`config.mk`:
```
export PLATFORM = sky130hd
export DESIGN_NAME = sort_stream_ctrl
export DESIGN_NICKNAME = d
export VERILOG_FILES = /design/src/rtl/sort_stream_ctrl.sv
export SDC_FILE = /design/constraint.sdc
export NUM_CORES = 1
export LEC_CHECK = 0
export ABC_AREA = 1
export CAP_MARGIN = 20
export CORE_MARGIN = 8
export CORE_UTILIZATION = 40
export CTS_BUF_LIST = sky130_fd_sc_hd__clkbuf_4
export DETAILED_ROUTE_END_ITERATION = 8
export PLACE_DENSITY = 0.85
export SYNTH_ARGS = -nofsm -noshare
export SYNTH_HDL_FRONTEND = slang
export SYNTH_SLANG_ARGS = --single-unit
```
`constraint.sdc`:
```
create_clock -name i_clk -period 10.4 [get_ports i_clk]
set_input_delay 3.12 -clock i_clk [delete_from_list [all_inputs] [get_ports i_clk]]
set_output_delay 3.12 -clock i_clk [all_outputs]
set_load 0.01 [all_outputs]
```
`src/rtl/sort_stream_ctrl.sv`:
```
// sort_stream_ctrl: sequential front/back end for the max-extraction sort stage.
// Loads a frame of M words into the chi register and drives chi to an external
// combinational sort_stage. Each SORT step captures the stage's current max and
// the chi image with that max removed. The M maxima leave as a descending stream.
//
// Handshake semantics: a word moves on a rising edge only when its valid and
// ready are both high. The input side (i_valid/o_ready) accepts only while
// loading. The output side (o_valid/i_ready) holds o_data and o_last stable
// until consumed. The two sides never overlap, so o_ready is low whenever
// o_busy is high.
//
// Optional feature macro: SORT_LAST_CHK_EN adds the i_last input and the
// o_frame_err output. i_last lets a frame close early; the remaining rows are
// zero-filled. o_frame_err pulses on any framing disagreement between i_last
// and the word count.
module sort_stream_ctrl #(
  parameter int M = 8,
  parameter int N = 16
) (
  input  logic                  i_clk,
  input  logic                  i_rst,
  input  logic                  i_valid,
  output logic                  o_ready,
  input  logic [N-1:0]          i_data,
`ifdef SORT_LAST_CHK_EN
  input  logic                  i_last,
  output logic                  o_frame_err,
`endif
  output logic [M-1:0][N-1:0]   o_stage_chi,
  input  logic [M-1:0][N-1:0]   i_stage_chi,
  input  logic [N-1:0]          i_stage_y_q,
  output logic                  o_valid,
  input  logic                  i_ready,
  output logic [N-1:0]          o_data,
  output logic                  o_last,
  output logic                  o_busy
);

  localparam int CW = $clog2(M + 1);
  localparam int IW = (M > 1) ? $clog2(M) : 1;
  localparam logic [CW-1:0] CNT_LAST = CW'(M - 1);

  typedef enum logic [1:0] {
    ST_LOAD = 2'd0,
    ST_SORT = 2'd1,
    ST_EMIT = 2'd2
  } state_t;

  state_t                state_q, state_d;
  logic [CW-1:0]         cnt_q, cnt_d;
  logic [M-1:0][N-1:0]   chi_q, chi_d;
  logic [N-1:0]          data_q, data_d;
  logic                  valid_q, valid_d;
  logic                  last_q, last_d;
`ifdef SORT_LAST_CHK_EN
  logic                  frame_err_q, frame_err_d;
`endif

  // State register plus the chi and output registers; async reset discards any frame.
  always_ff @(posedge i_clk or posedge i_rst) begin
    if (i_rst) begin
      state_q     <= ST_LOAD;
      cnt_q       <= '0;
      chi_q       <= '0;
      data_q      <= '0;
      valid_q     <= 1'b0;
      last_q      <= 1'b0;
`ifdef SORT_LAST_CHK_EN
      frame_err_q <= 1'b0;
`endif
    end else begin
      state_q     <= state_d;
      cnt_q       <= cnt_d;
      chi_q       <= chi_d;
      data_q      <= data_d;
      valid_q     <= valid_d;
      last_q      <= last_d;
`ifdef SORT_LAST_CHK_EN
      frame_err_q <= frame_err_d;
`endif
    end
  end

  // Next state: load rows by count, then alternate SORT/EMIT once per output word.
  always_comb begin
    state_d     = state_q;
    cnt_d       = cnt_q;
    chi_d       = chi_q;
    data_d      = data_q;
    valid_d     = valid_q;
    last_d      = last_q;
`ifdef SORT_LAST_CHK_EN
    frame_err_d = 1'b0;
`endif
    case (state_q)
      ST_LOAD: begin
        if (i_valid) begin
          chi_d[cnt_q[IW-1:0]] = i_data;
`ifdef SORT_LAST_CHK_EN
          if (i_last || (cnt_q == CNT_LAST)) begin
            // An early close zero-fills the rows that were never written.
            for (int i = 0; i < M; i++) begin
              if (i > int'(cnt_q)) chi_d[i] = '0;
            end
            frame_err_d = (cnt_q == CNT_LAST) ? !i_last : i_last;
            cnt_d       = '0;
            state_d     = ST_SORT;
          end else begin
            cnt_d = cnt_q + CW'(1);
          end
`else
          if (cnt_q == CNT_LAST) begin
            cnt_d   = '0;
            state_d = ST_SORT;
          end else begin
            cnt_d = cnt_q + CW'(1);
          end
`endif
        end
      end
      ST_SORT: begin
        data_d  = i_stage_y_q;
        chi_d   = i_stage_chi;
        valid_d = 1'b1;
        last_d  = (cnt_q == CNT_LAST);
        state_d = ST_EMIT;
      end
      ST_EMIT: begin
        if (i_ready) begin
          valid_d = 1'b0;
          last_d  = 1'b0;
          if (cnt_q == CNT_LAST) begin
            cnt_d   = '0;
            chi_d   = '0;
            state_d = ST_LOAD;
          end else begin
            cnt_d   = cnt_q + CW'(1);
            state_d = ST_SORT;
          end
        end
      end
      default: begin
        state_d = ST_LOAD;
      end
    endcase
  end

  assign o_ready     = (state_q == ST_LOAD);
  assign o_busy      = (state_q != ST_LOAD);
  assign o_stage_chi = chi_q;
  assign o_valid     = valid_q;
  assign o_data      = data_q;
  assign o_last      = last_q;
`ifdef SORT_LAST_CHK_EN
  assign o_frame_err = frame_err_q;
`endif

endmodule

```
==> results.yml <==
timing:
  maxSlewViolCount: 0
  post-route-period-util: 0.4898
  hold_viol_final: 0
  finClkSkew_ns: 0.02481
  worst_pin_slew_ns: 0.9801
  finalSetupViolCount: 0
  setup_tns_ns: 0
  relSlewSlack: 0.3466
  clock.fmax_ghz: 0.1963
  period_minus_slack_ns: 5.094
  rsz0062_at_grt: "false"
worst_setup_path:
  reg2reg_slack_ns: 7.03
  endpoint_kind: "output pin"
  critPathMaxStageDelay_ns: 0.56
  crit_chain: "inv_1 > ha_1 > inv_1 > clkdlybuf4s50_1"
  cp.depth: 4
  critical_path.endpoint: "o_busy"
  start_kind: "flop"
  rr_startpoint: "state_q[1]"
  path_max_fanout: 5
  critPathKind: "reg -> out"
  crit_required_ns: 7.28
  crit_start: "state_q[0]"
  rr_worst_depth: 9
  path_common_cell: "inv_1"
  cpLargestDelayFamily: "buffers and inverters"
  crit_path_top_delay_cell: "clkdlybuf4s50_1"
  path_buf_inv: 3
  arrival_ns: 1.97
route:
  wl_per_cell_um: 20.01
  drc: 0
  drtIter0Drc: 685
  post_drt_via_cell_ratio: 5.382
  wl_mm: 32.62
  drtAntennaViolNets: 0
  drtPass1Iterations: 5
  num_vias: 8772
cts:
  postCtsSetupBuffers: 0
  cts_tree: "done"
  cts_max_level: 4
  worstSkewPairLatency_ns: 0.57
  root_buffer: "clkbuf_4"
  clockBufferDepth: 2
  hold_buffers: 0
  cts.clk_slew.worst_paths_ns: 0.14
  cts_repair_resize_count: 0
  cts_buffers: 17
  cts_sinks: 152
power_and_ir_drop:
  cellPowerDensity_mw_per_mm2: 306.9
  swShare: 0.5064
  max-vdd-ir-drop_uv: 147.8
  p_total_mw: 3.553
  p_int_mw: 1.754
  pwr-share-clk: 0.107
  combPwrFrac: 0.615
  seqPwrFrac: 0.278
  leakage_nw: 5.613
  power_switching_mw: 1.799
floorplan:
  start_util: 0.4047
  die_width_um: 158.4
  die_area_sq_mm: 0.02509
  core_sq_mm: 0.02004
  rows: 52
  die_h_um: 158.4
  ios: 312
yosys:
  netlist_area_sq_mm: 0.008110
  synth.net_count: 1246
  avgSynthCellArea_sq_um: 7.544
  ys_warn_count: 0
  ys_ff_latch: 152
  ys_seq_area_frac: 0.4690
  synth.lib_cells_used.distinct: 27
  syn_inst: 1075
global_route:
  grt_usage: 0.2550
  grt_pass1_wl_mm: 48.44
  antenna_found_initial: 2
  grt_pass1_vias: 8528
  grt_remaining_overflow: 0
  grt_max_degree: 82
layout:
  syn_to_final_growth_pct: 42.72
  drive_gt1_frac: 0.06268
  fin_nets: 1514
  n_fill_cell: 1808
  fin_util: 0.5776
flow_run:
  cap_violations: 0
placement:
  hpwlAfterDp_mm: 23.29
  io_buffers: 311
  gp_congestion: 0.8355
hold_path:
  hold_class: "reg -> reg"
outcome:
  status: "finished clean"
==> layout make-up <==
| type | count | area (sq um) | area share |
|---|---|---|---|
| diodes | 4 | 10.01 | 0.0008648 |
| clock buffers | 18 | 135.1 | 0.01167 |
| clock inverters | 14 | 150.1 | 0.01297 |
| inverters | 33 | 133.9 | 0.01157 |
| multi-input cells | 823 | 3834 | 0.3312 |
| flip-flops and latches | 152 | 3804 | 0.3286 |
| well taps | 270 | 337.8 | 0.02919 |
| repair buffers | 316 | 3171 | 0.2739 |
==> synthesized netlist by cell type (all sizes together) <==
cell / number / area share
xnor2: 1 / 0.0011
buf: 61 / 0.040
nand3: 209 / 0.14
inv: 33 / 0.016
a21oi: 3 / 0.0019
o21ai: 68 / 0.042
nor2: 24 / 0.016
clkbuf: 6 / 0.0028
o22ai: 1 / 0.00077
nand4: 2 / 0.0015
ha: 7 / 0.011
mux2: 16 / 0.022
o211ai: 1 / 0.00093
dfrtp: 152 / 0.47
nand2: 491 / 0.23
==> cells by family (layout without fill, tap and decap cells) <==
logic type	after synthesis	in the layout	synth area share
AND/OR/NAND/NOR	726	726	0.3931
AO/OA/AOI/OAI	73	73	0.04551
flip-flops	152	152	0.4690
other	0	4	0
XOR/XNOR	1	1	0.001080
adder cells (fa/ha/maj)	7	7	0.01080
multiplexers	16	16	0.02222
buffers and inverters	100	381	0.05831
==> placed cells by master, fill, tap and decap left out, types with 9 or more instances in the layout <==
master           instances
clkbuf_4                18
nand3_1                197
nand3_4                  9
nand2_2                 10
dfrtp_1                152
nand2_1                480
clkdlybuf4s50_1        311
o21ai_0                 61
mux2_2                  16
inv_1                   27
nor2_1                  19
==> how the worst min path moves through the flow <==
stage             start  endpoint  slack [ns]  depth (start not counted)
6_report           flop      flop        0.50                          2
3_3_place_gp       flop      flop        0.46                          2
4_1_cts            flop      flop        0.50                          2
5_1_grt            flop      flop        0.51                          2
2_1_floorplan  cnt_q[3]  cnt_q[3]        0.50                          2
3_5_place_dp       flop      flop        0.46                          2
==> per-stage QoR <==
| stage | cells | instance area, sq um | setup slack [ns] | hold slack [ns] |
|---|---|---|---|---|
| floorplan | 1075 | 8110 | 3.187 | 0.4964 |
| global placement | 1593 | 11250 | 5.172 | 0.4612 |
| detailed placement | 1593 | 11250 | 5.155 | 0.4639 |
| CTS | 1625 | 11540 | 5.259 | 0.4960 |
| global route | 1628 | 11570 | 5.206 | 0.5108 |
| finish | 1630 | 11570 | 5.306 | 0.4951 |
==> per-layer routing <==
metal / global-route usage / wire length (um) / vias up
met4: 0.1437 / 1560 / 0
met2: 0.4029 / 14990 / 538
li1: - / - / 4012
met1: 0.3117 / 12660 / 4136
met3: 0.06705 / 3414 / 86
met5: 0 / 0 / -
==> worst reg2reg max path: stages (launching register included) <==
cell,delay (ns)
dfrtp_1,0.43
inv_1,0.15
ha_1,0.83
nand2_1,0.22
inv_4,0.56
buf_4,0.65
nand2_1,0.19
nand2_1,0.10
nand3_1,0.08
nand2_1,0.10
==> power by group through the flow <==
stage | clock (mW) | combinational (mW) | sequential, mW
5_1_grt | 0.408 | 2.36 | 1.01
3_3_place_gp | 0 | 2.14 | 0.984
2_1_floorplan | 0 | 1.21 | 1.06
4_1_cts | 0.387 | 2.18 | 0.983
3_5_place_dp | 0 | 2.18 | 0.992
6_report | 0.381 | 2.19 | 0.987
Power figures use the tool's default switching activity.
